<file path="src/rtl/calc_pkg.sv">
// Shared types and constants for the calculator display path.
package calc_pkg;

    typedef enum logic [1:0] {
        IDLE,
        CONVERT,
        SCAN,
        DONE
    } disp_state_t;

    localparam int          NDIG     = 8;
    localparam int          BCD_W    = 36;
    localparam logic [3:0]  BCD_ERR  = 4'hE;
    localparam logic [26:0] DISP_MAX = 27'd99_999_999;

endpackage

</file>
<file path="src/rtl/bin2bcd_seq.sv">
// Sequential double-dabble: loads on start, one shift per cycle for WIDTH cycles,
// then pulses ready for one cycle; bcd/ovf hold until the next start.
module bin2bcd_seq #(
    parameter int WIDTH = 27
) (
    input  logic                     clock,
    input  logic                     reset,
    input  logic                     start,
    input  logic [WIDTH-1:0]         bin,
    output logic [calc_pkg::BCD_W-1:0] bcd,
    output logic                     ovf,
    output logic                     ready
);
    import calc_pkg::*;

    localparam int CW = $clog2(WIDTH + 1);

    logic [WIDTH-1:0] bin_q;
    logic [BCD_W-1:0] bcd_q;
    logic [BCD_W-1:0] adj_d;
    logic [CW-1:0]    cnt_q;
    logic             run_q;
    logic             ready_q;

    // Add-3 correction happens before the shift, on the current register contents.
    always_comb begin
        adj_d = bcd_q;
        for (int i = 0; i < BCD_W / 4; i++) begin
            if (bcd_q[4*i +: 4] >= 4'd5) begin
                adj_d[4*i +: 4] = bcd_q[4*i +: 4] + 4'd3;
            end
        end
    end

    always_ff @(posedge clock) begin
        if (reset) begin
            bin_q   <= '0;
            bcd_q   <= '0;
            cnt_q   <= '0;
            run_q   <= 1'b0;
            ready_q <= 1'b0;
        end else begin
            ready_q <= 1'b0;
            if (start) begin
                bin_q <= bin;
                bcd_q <= '0;
                cnt_q <= CW'(WIDTH);
                run_q <= 1'b1;
            end else if (run_q) begin
                bcd_q <= {adj_d[BCD_W-2:0], bin_q[WIDTH-1]};
                bin_q <= bin_q << 1;
                cnt_q <= cnt_q - 1'b1;
                if (cnt_q == CW'(1)) begin
                    run_q   <= 1'b0;
                    ready_q <= 1'b1;
                end
            end
        end
    end

    assign bcd   = bcd_q;
    assign ovf   = |bcd_q[BCD_W-1 -: 4];
    assign ready = ready_q;

endmodule

</file>
<file path="src/rtl/calc_display_sched.sv">
// Round-robin display scheduler: grant, WIDTH-cycle BCD conversion, NDIG-digit scan, done pulse.
// Requests are level-held and only arbitrated while idle; 37-cycle refresh period at defaults.
module calc_display_sched #(
    parameter int WIDTH = 27,
    parameter int NDIG  = calc_pkg::NDIG
) (
    input  logic             clock,
    input  logic             reset,
    input  logic             req_a,
    input  logic [WIDTH-1:0] val_a,
    input  logic             req_b,
    input  logic [WIDTH-1:0] val_b,
    output logic             gnt_a,
    output logic             gnt_b,
    output logic             busy,
    output logic [3:0]       pos,
    output logic [3:0]       data,
    output logic             data_valid,
    output logic             ovf,
    output logic             done
);
    import calc_pkg::*;

    logic             conv_start;
    logic [WIDTH-1:0] conv_bin;
    logic [BCD_W-1:0] conv_bcd;
    logic             conv_ovf;
    logic             conv_ready;

    disp_state_t state_q;
    logic        last_b_q;
    logic        gnt_a_q, gnt_b_q, busy_q, dv_q, ovf_q, done_q;
    logic [3:0]  pos_q, data_q;

    logic        pick_a, pick_b, ovf_d;
    logic [3:0]  pos_d, digit_d;

    // On a tie the requester that did not win last time gets the grant.
    always_comb begin
        pick_a     = req_a && (!req_b || last_b_q);
        pick_b     = req_b && !pick_a;
        conv_start = (state_q == IDLE) && (req_a || req_b);
        conv_bin   = pick_a ? val_a : val_b;
        pos_d      = (state_q == SCAN) ? pos_q + 4'd1 : 4'd0;
        ovf_d      = (state_q == CONVERT) ? conv_ovf : ovf_q;
        digit_d    = ovf_d ? BCD_ERR : conv_bcd[4*pos_d +: 4];
    end

    bin2bcd_seq #(.WIDTH(WIDTH)) u_bin2bcd (
        .clock (clock),
        .reset (reset),
        .start (conv_start),
        .bin   (conv_bin),
        .bcd   (conv_bcd),
        .ovf   (conv_ovf),
        .ready (conv_ready)
    );

    always_ff @(posedge clock) begin
        if (reset) begin
            state_q  <= IDLE;
            last_b_q <= 1'b1;
            gnt_a_q  <= 1'b0;
            gnt_b_q  <= 1'b0;
            busy_q   <= 1'b0;
            dv_q     <= 1'b0;
            ovf_q    <= 1'b0;
            done_q   <= 1'b0;
            pos_q    <= 4'd0;
            data_q   <= 4'd0;
        end else begin
            gnt_a_q <= 1'b0;
            gnt_b_q <= 1'b0;
            done_q  <= 1'b0;
            case (state_q)
                IDLE: begin
                    if (conv_start) begin
                        gnt_a_q  <= pick_a;
                        gnt_b_q  <= pick_b;
                        last_b_q <= pick_b;
                        busy_q   <= 1'b1;
                        ovf_q    <= 1'b0;
                        state_q  <= CONVERT;
                    end else begin
                        busy_q <= 1'b0;
                    end
                end
                CONVERT: begin
                    if (conv_ready) begin
                        dv_q    <= 1'b1;
                        ovf_q   <= ovf_d;
                        pos_q   <= pos_d;
                        data_q  <= digit_d;
                        state_q <= SCAN;
                    end
                end
                SCAN: begin
                    pos_q  <= pos_d;
                    data_q <= digit_d;
                    if (pos_d == 4'(NDIG - 1)) begin
                        state_q <= DONE;
                    end
                end
                DONE: begin
                    dv_q    <= 1'b0;
                    pos_q   <= 4'd0;
                    data_q  <= 4'd0;
                    done_q  <= 1'b1;
                    state_q <= IDLE;
                end
                default: state_q <= IDLE;
            endcase
        end
    end

    assign gnt_a      = gnt_a_q;
    assign gnt_b      = gnt_b_q;
    assign busy       = busy_q;
    assign pos        = pos_q;
    assign data       = data_q;
    assign data_valid = dv_q;
    assign ovf        = ovf_q;
    assign done       = done_q;

endmodule

</file>
<file path="config.mk">
export PLATFORM = sky130hd
export DESIGN_NAME = calc_display_sched
export DESIGN_NICKNAME = d
export VERILOG_FILES = /design/src/rtl/calc_pkg.sv /design/src/rtl/bin2bcd_seq.sv /design/src/rtl/calc_display_sched.sv
export SDC_FILE = /design/constraint.sdc
export NUM_CORES = 1
export LEC_CHECK = 0
export CAP_MARGIN = 10
export CELL_PAD_IN_SITES_DETAIL_PLACEMENT = 1
export CELL_PAD_IN_SITES_GLOBAL_PLACEMENT = 1
export CORE_MARGIN = 3
export CORE_UTILIZATION = 45
export CTS_CLUSTER_SIZE = 28
export DETAILED_ROUTE_END_ITERATION = 7
export DONT_BUFFER_PORTS = 1
export PLACE_DENSITY = 0.75
export SYNTH_ARGS = -nofsm -noshare
export SYNTH_HDL_FRONTEND = slang
export SYNTH_HIERARCHICAL = 1
export SYNTH_SLANG_ARGS = --single-unit
</file>
<file path="constraint.sdc">
create_clock -name clock -period 2.2 [get_ports clock]
set_input_delay 0.22 -clock clock [delete_from_list [all_inputs] [get_ports clock]]
set_output_delay 0.22 -clock clock [all_outputs]
set_load 0.05 [all_outputs]
</file>
==> flow_metrics.py <==
metrics = {
    "final_layout": {
        "most-common-layout-cells": "sky130_fd_sc_hd__dfxtp_1 (86), sky130_fd_sc_hd__nand2_1 (84), sky130_fd_sc_hd__a21oi_1 (65), sky130_fd_sc_hd__mux2_2 (48), sky130_fd_sc_hd__inv_1 (35)",
        "layout-drive-gt1-share": 0.1635,
        "multi_input_area_um2": 3385,
        "regArea_um2": 1743,
        "total_non_filler_cell_area_in_the_finished_layout_um2": 5904,
        "layout_commonest_cell": "sky130_fd_sc_hd__dfxtp_1",
        "final.fill_count": 1383,
        "finish.net_count": 716,
        "num_antenna_cells": 0,
        "area.growth.synth_to_final_pct": 8.683,
    },
    "placed_design": {
        "detailedPlacementHpwl_um": 9654,
        "post_dp_cell_area_um2": 5573,
        "finalWeightedCongestion": 0.8672,
        "io_buffer_count": 0,
    },
    "synth": {
        "syn-instance-count": 642,
        "most_frequently_used_flop_master_after_synthesis": "sky130_fd_sc_hd__dfxtp_1",
        "postSynthRegisterBits": 87,
        "yosysSeqAreaShare": 0.3206,
        "edff_count_synth": 0,
        "synth-warning-count": 6,
        "synthDistinctLibCells": 59,
        "synthesized_area_divided_by_synthesized_cell_count_um2": 8.462,
        "cell_area_synth_um2": 5433,
        "synth_fp_nets": 726,
        "asyncSetResetFlopFracSynth": 0,
    },
    "global_routing": {
        "global_route_wire_length_before_repair_um": 23430,
        "largest_net_degree_at_the_start_of_global_routing": 45,
        "grtUsageTotal": 0.2157,
        "grt_antenna_before_repair": 0,
        "grt_pass1_vias": 4922,
        "overflow": 0,
    },
    "timing": {
        "maxSlewViolCount": 0,
        "post_route_clock_period_utilization": 0.9213,
        "clock_skew_ps": 6.249,
        "max_clock_freq_mhz": 493.4,
        "finalCriticalPeriod_ps": 2027,
        "worst-slew-pin-transition_ps": 601.2,
        "finalHoldViolCount": 0,
        "totalNegativeSetupSlack_ps": 0,
        "rsz0062_at_grt": "false",
        "finalSetupViolCount": 0,
        "maxSlewHeadroom": 0.5992,
    },
    "die": {
        "io_pins": 72,
        "start_util": 0.4678,
        "floorplan.die_area_um2": 13430,
        "floorplan.rows": 39,
        "dieWidth_um": 115.9,
        "die_height_um": 115.9,
        "fp.coreArea_um2": 11610,
    },
    "route": {
        "route.detailed.vias_per_inst": 6.086,
        "via_count": 4741,
        "postRouteWirelength_um": 14090,
        "drc": 0,
        "drt_pass1_iterations": 4,
        "antenna_left": 0,
        "wl_per_cell_um": 18.09,
        "dr.first_iter.drc_count": 320,
    },
    "clock_network": {
        "clk_root_buffer_cell": "sky130_fd_sc_hd__clkbuf_16",
        "cts.sinks": 87,
        "tritoncts": "done",
        "h-tree-depth": 3,
        "number_of_buffers_added_for_setup_after_cts": 0,
        "numCtsBuffers": 9,
        "source_to_sink_clock_delay_at_the_later_pin_of_the_worst_skew_pair_ps": 360,
        "clk_pin_slew_worst_paths_ps": 60,
        "clock_tree.buffer_depth": 2,
    },
    "worst_setup_path": {
        "path_class": "flop to flop",
        "crit_path_top_delay_cell": "sky130_fd_sc_hd__ha_1",
        "critical-path-top-delay-family": "adder cells",
        "timing.critical_path.fanout_max": 13,
        "timing.critical_path.cells": "inv_1, ha_1, nand2b_1, mux2_4, nor2b_1, a221oi_1, a21oi_1",
        "cp_slowest_stage_delay_ps": 550,
        "endpoint_kind_of_the_worst_setup_timing_path": "flop",
        "startpoint_type": "flop",
        "path_buf_inv": 1,
        "cp.arrival_ps": 2310,
        "critical_path_required_ps": 2490,
    },
    "pwr": {
        "p_leak_nw": 2.117,
        "vdd_drop_max_v": 0.0006621,
        "pwr_density_cell_nw_per_um2": 1074,
    },
    "outcome": {
        "outcome": "finished clean",
    },
    "min_path": {
        "hold_path_class": "primary input to flop",
    },
    "run": {
        "maxCapViolCount": 0,
    },
}
## logic make-up after synthesis
family | after synthesis | share of synthesized area
compound gates | 173 | 0.2084
xor+xnor | 4 | 0.007832
fa+ha+maj | 26 | 0.05988
buf+inv | 74 | 0.05758
flops | 87 | 0.3206
mux | 62 | 0.1340
simple gates | 216 | 0.2117
## cell usage after synthesis, drive strengths merged (4+ instances only)
| cell | number | share of area |
|---|---|---|
| nand2 | 85 | 0.060 |
| nand2b | 20 | 0.024 |
| o21a | 7 | 0.0097 |
| ha | 26 | 0.060 |
| o221ai | 5 | 0.0081 |
| nor2b | 11 | 0.021 |
| nor3 | 7 | 0.0064 |
| clkbuf | 19 | 0.014 |
| nor2 | 26 | 0.018 |
| a21oi | 65 | 0.060 |
| mux2 | 57 | 0.12 |
| nand4b | 7 | 0.011 |
| dfxtp | 87 | 0.32 |
| buf | 18 | 0.018 |
| or2 | 4 | 0.0051 |
| o21ai | 27 | 0.025 |
| inv | 37 | 0.026 |
| o32ai | 7 | 0.011 |
| nand3 | 30 | 0.028 |
| a2111o | 11 | 0.023 |
| or4 | 8 | 0.011 |
| or3b | 8 | 0.013 |
| a31oi | 10 | 0.012 |
| o211ai | 16 | 0.022 |
| a221oi | 10 | 0.016 |
## state kept, by name, summed over array words and instances (netlist names)
signal	count
u_bin2bcd/run_q	1
u_bin2bcd/bcd	36
data	4
u_bin2bcd/ready	1
busy	1
u_bin2bcd/cnt_q	5
data_valid	1
gnt_b	1
pos	4
last_b_q	1
gnt_a	1
ovf	1
done	1
u_bin2bcd/bin_q	27
state_q	2
## where the power goes
| part | total, mW | internal (mW) | switching (mW) |
|---|---|---|---|
| clock | 1.59 | 0.935 | 0.658 |
| combinational | 2.50 | 1.03 | 1.46 |
| sequential | 2.25 | 1.87 | 0.380 |
| total | 6.34 | 3.84 | 2.50 |
## stage by stage
stage	power, mW	worst slack, ps	hold WS, ps	std cells	util
floorplan	4.176	191.2	291.6	642	-
global placement	4.628	211.7	295.7	762	0.4799
detailed placement	4.752	191.1	298.9	762	0.4799
CTS	6.391	133.5	22.47	779	0.5082
global route	6.801	28.01	36.18	779	0.5084
finish	6.342	173.2	42.67	779	0.5084
## routing by layer
metal	vias up	wire (µm)	global-route usage
met3	18	516	0.05379
li1	2306	-	-
met5	-	0	0
met4	0	293	0.07038
met1	2329	6188	0.2586
met2	88	7093	0.3774
## worst paths after layout
path,start,slack (ps),endpoint,cells after the start
worst max-delay path,state_q[0],170,data[2],7
worst min-delay path,reset,40,last_b_q,2
worst max register to register,state_q[0],170,data[2],7
worst min register to register,u_bin2bcd/bin_q[26],510,u_bin2bcd/bcd[0],2
## final cells by class
cell class | instances | area share
timing repair buffer | 16 | 0.02712
multi-input combinational | 481 | 0.5732
clock inverter | 3 | 0.007205
inverter | 37 | 0.02352
tap | 143 | 0.03030
sequential | 87 | 0.2952
clock buffer | 12 | 0.04344
## what timing repair did
| item | in CTS | in global routing |
|---|---|---|
| endpoints found under the hold margin | 44 | 0 |
| setup endpoints to repair | 0 | 3 |
| resized for setup | 0 | 1 |
| hold buffers | 2 | 0 |
No activity file was read; power rests on OpenSTA's default activity.
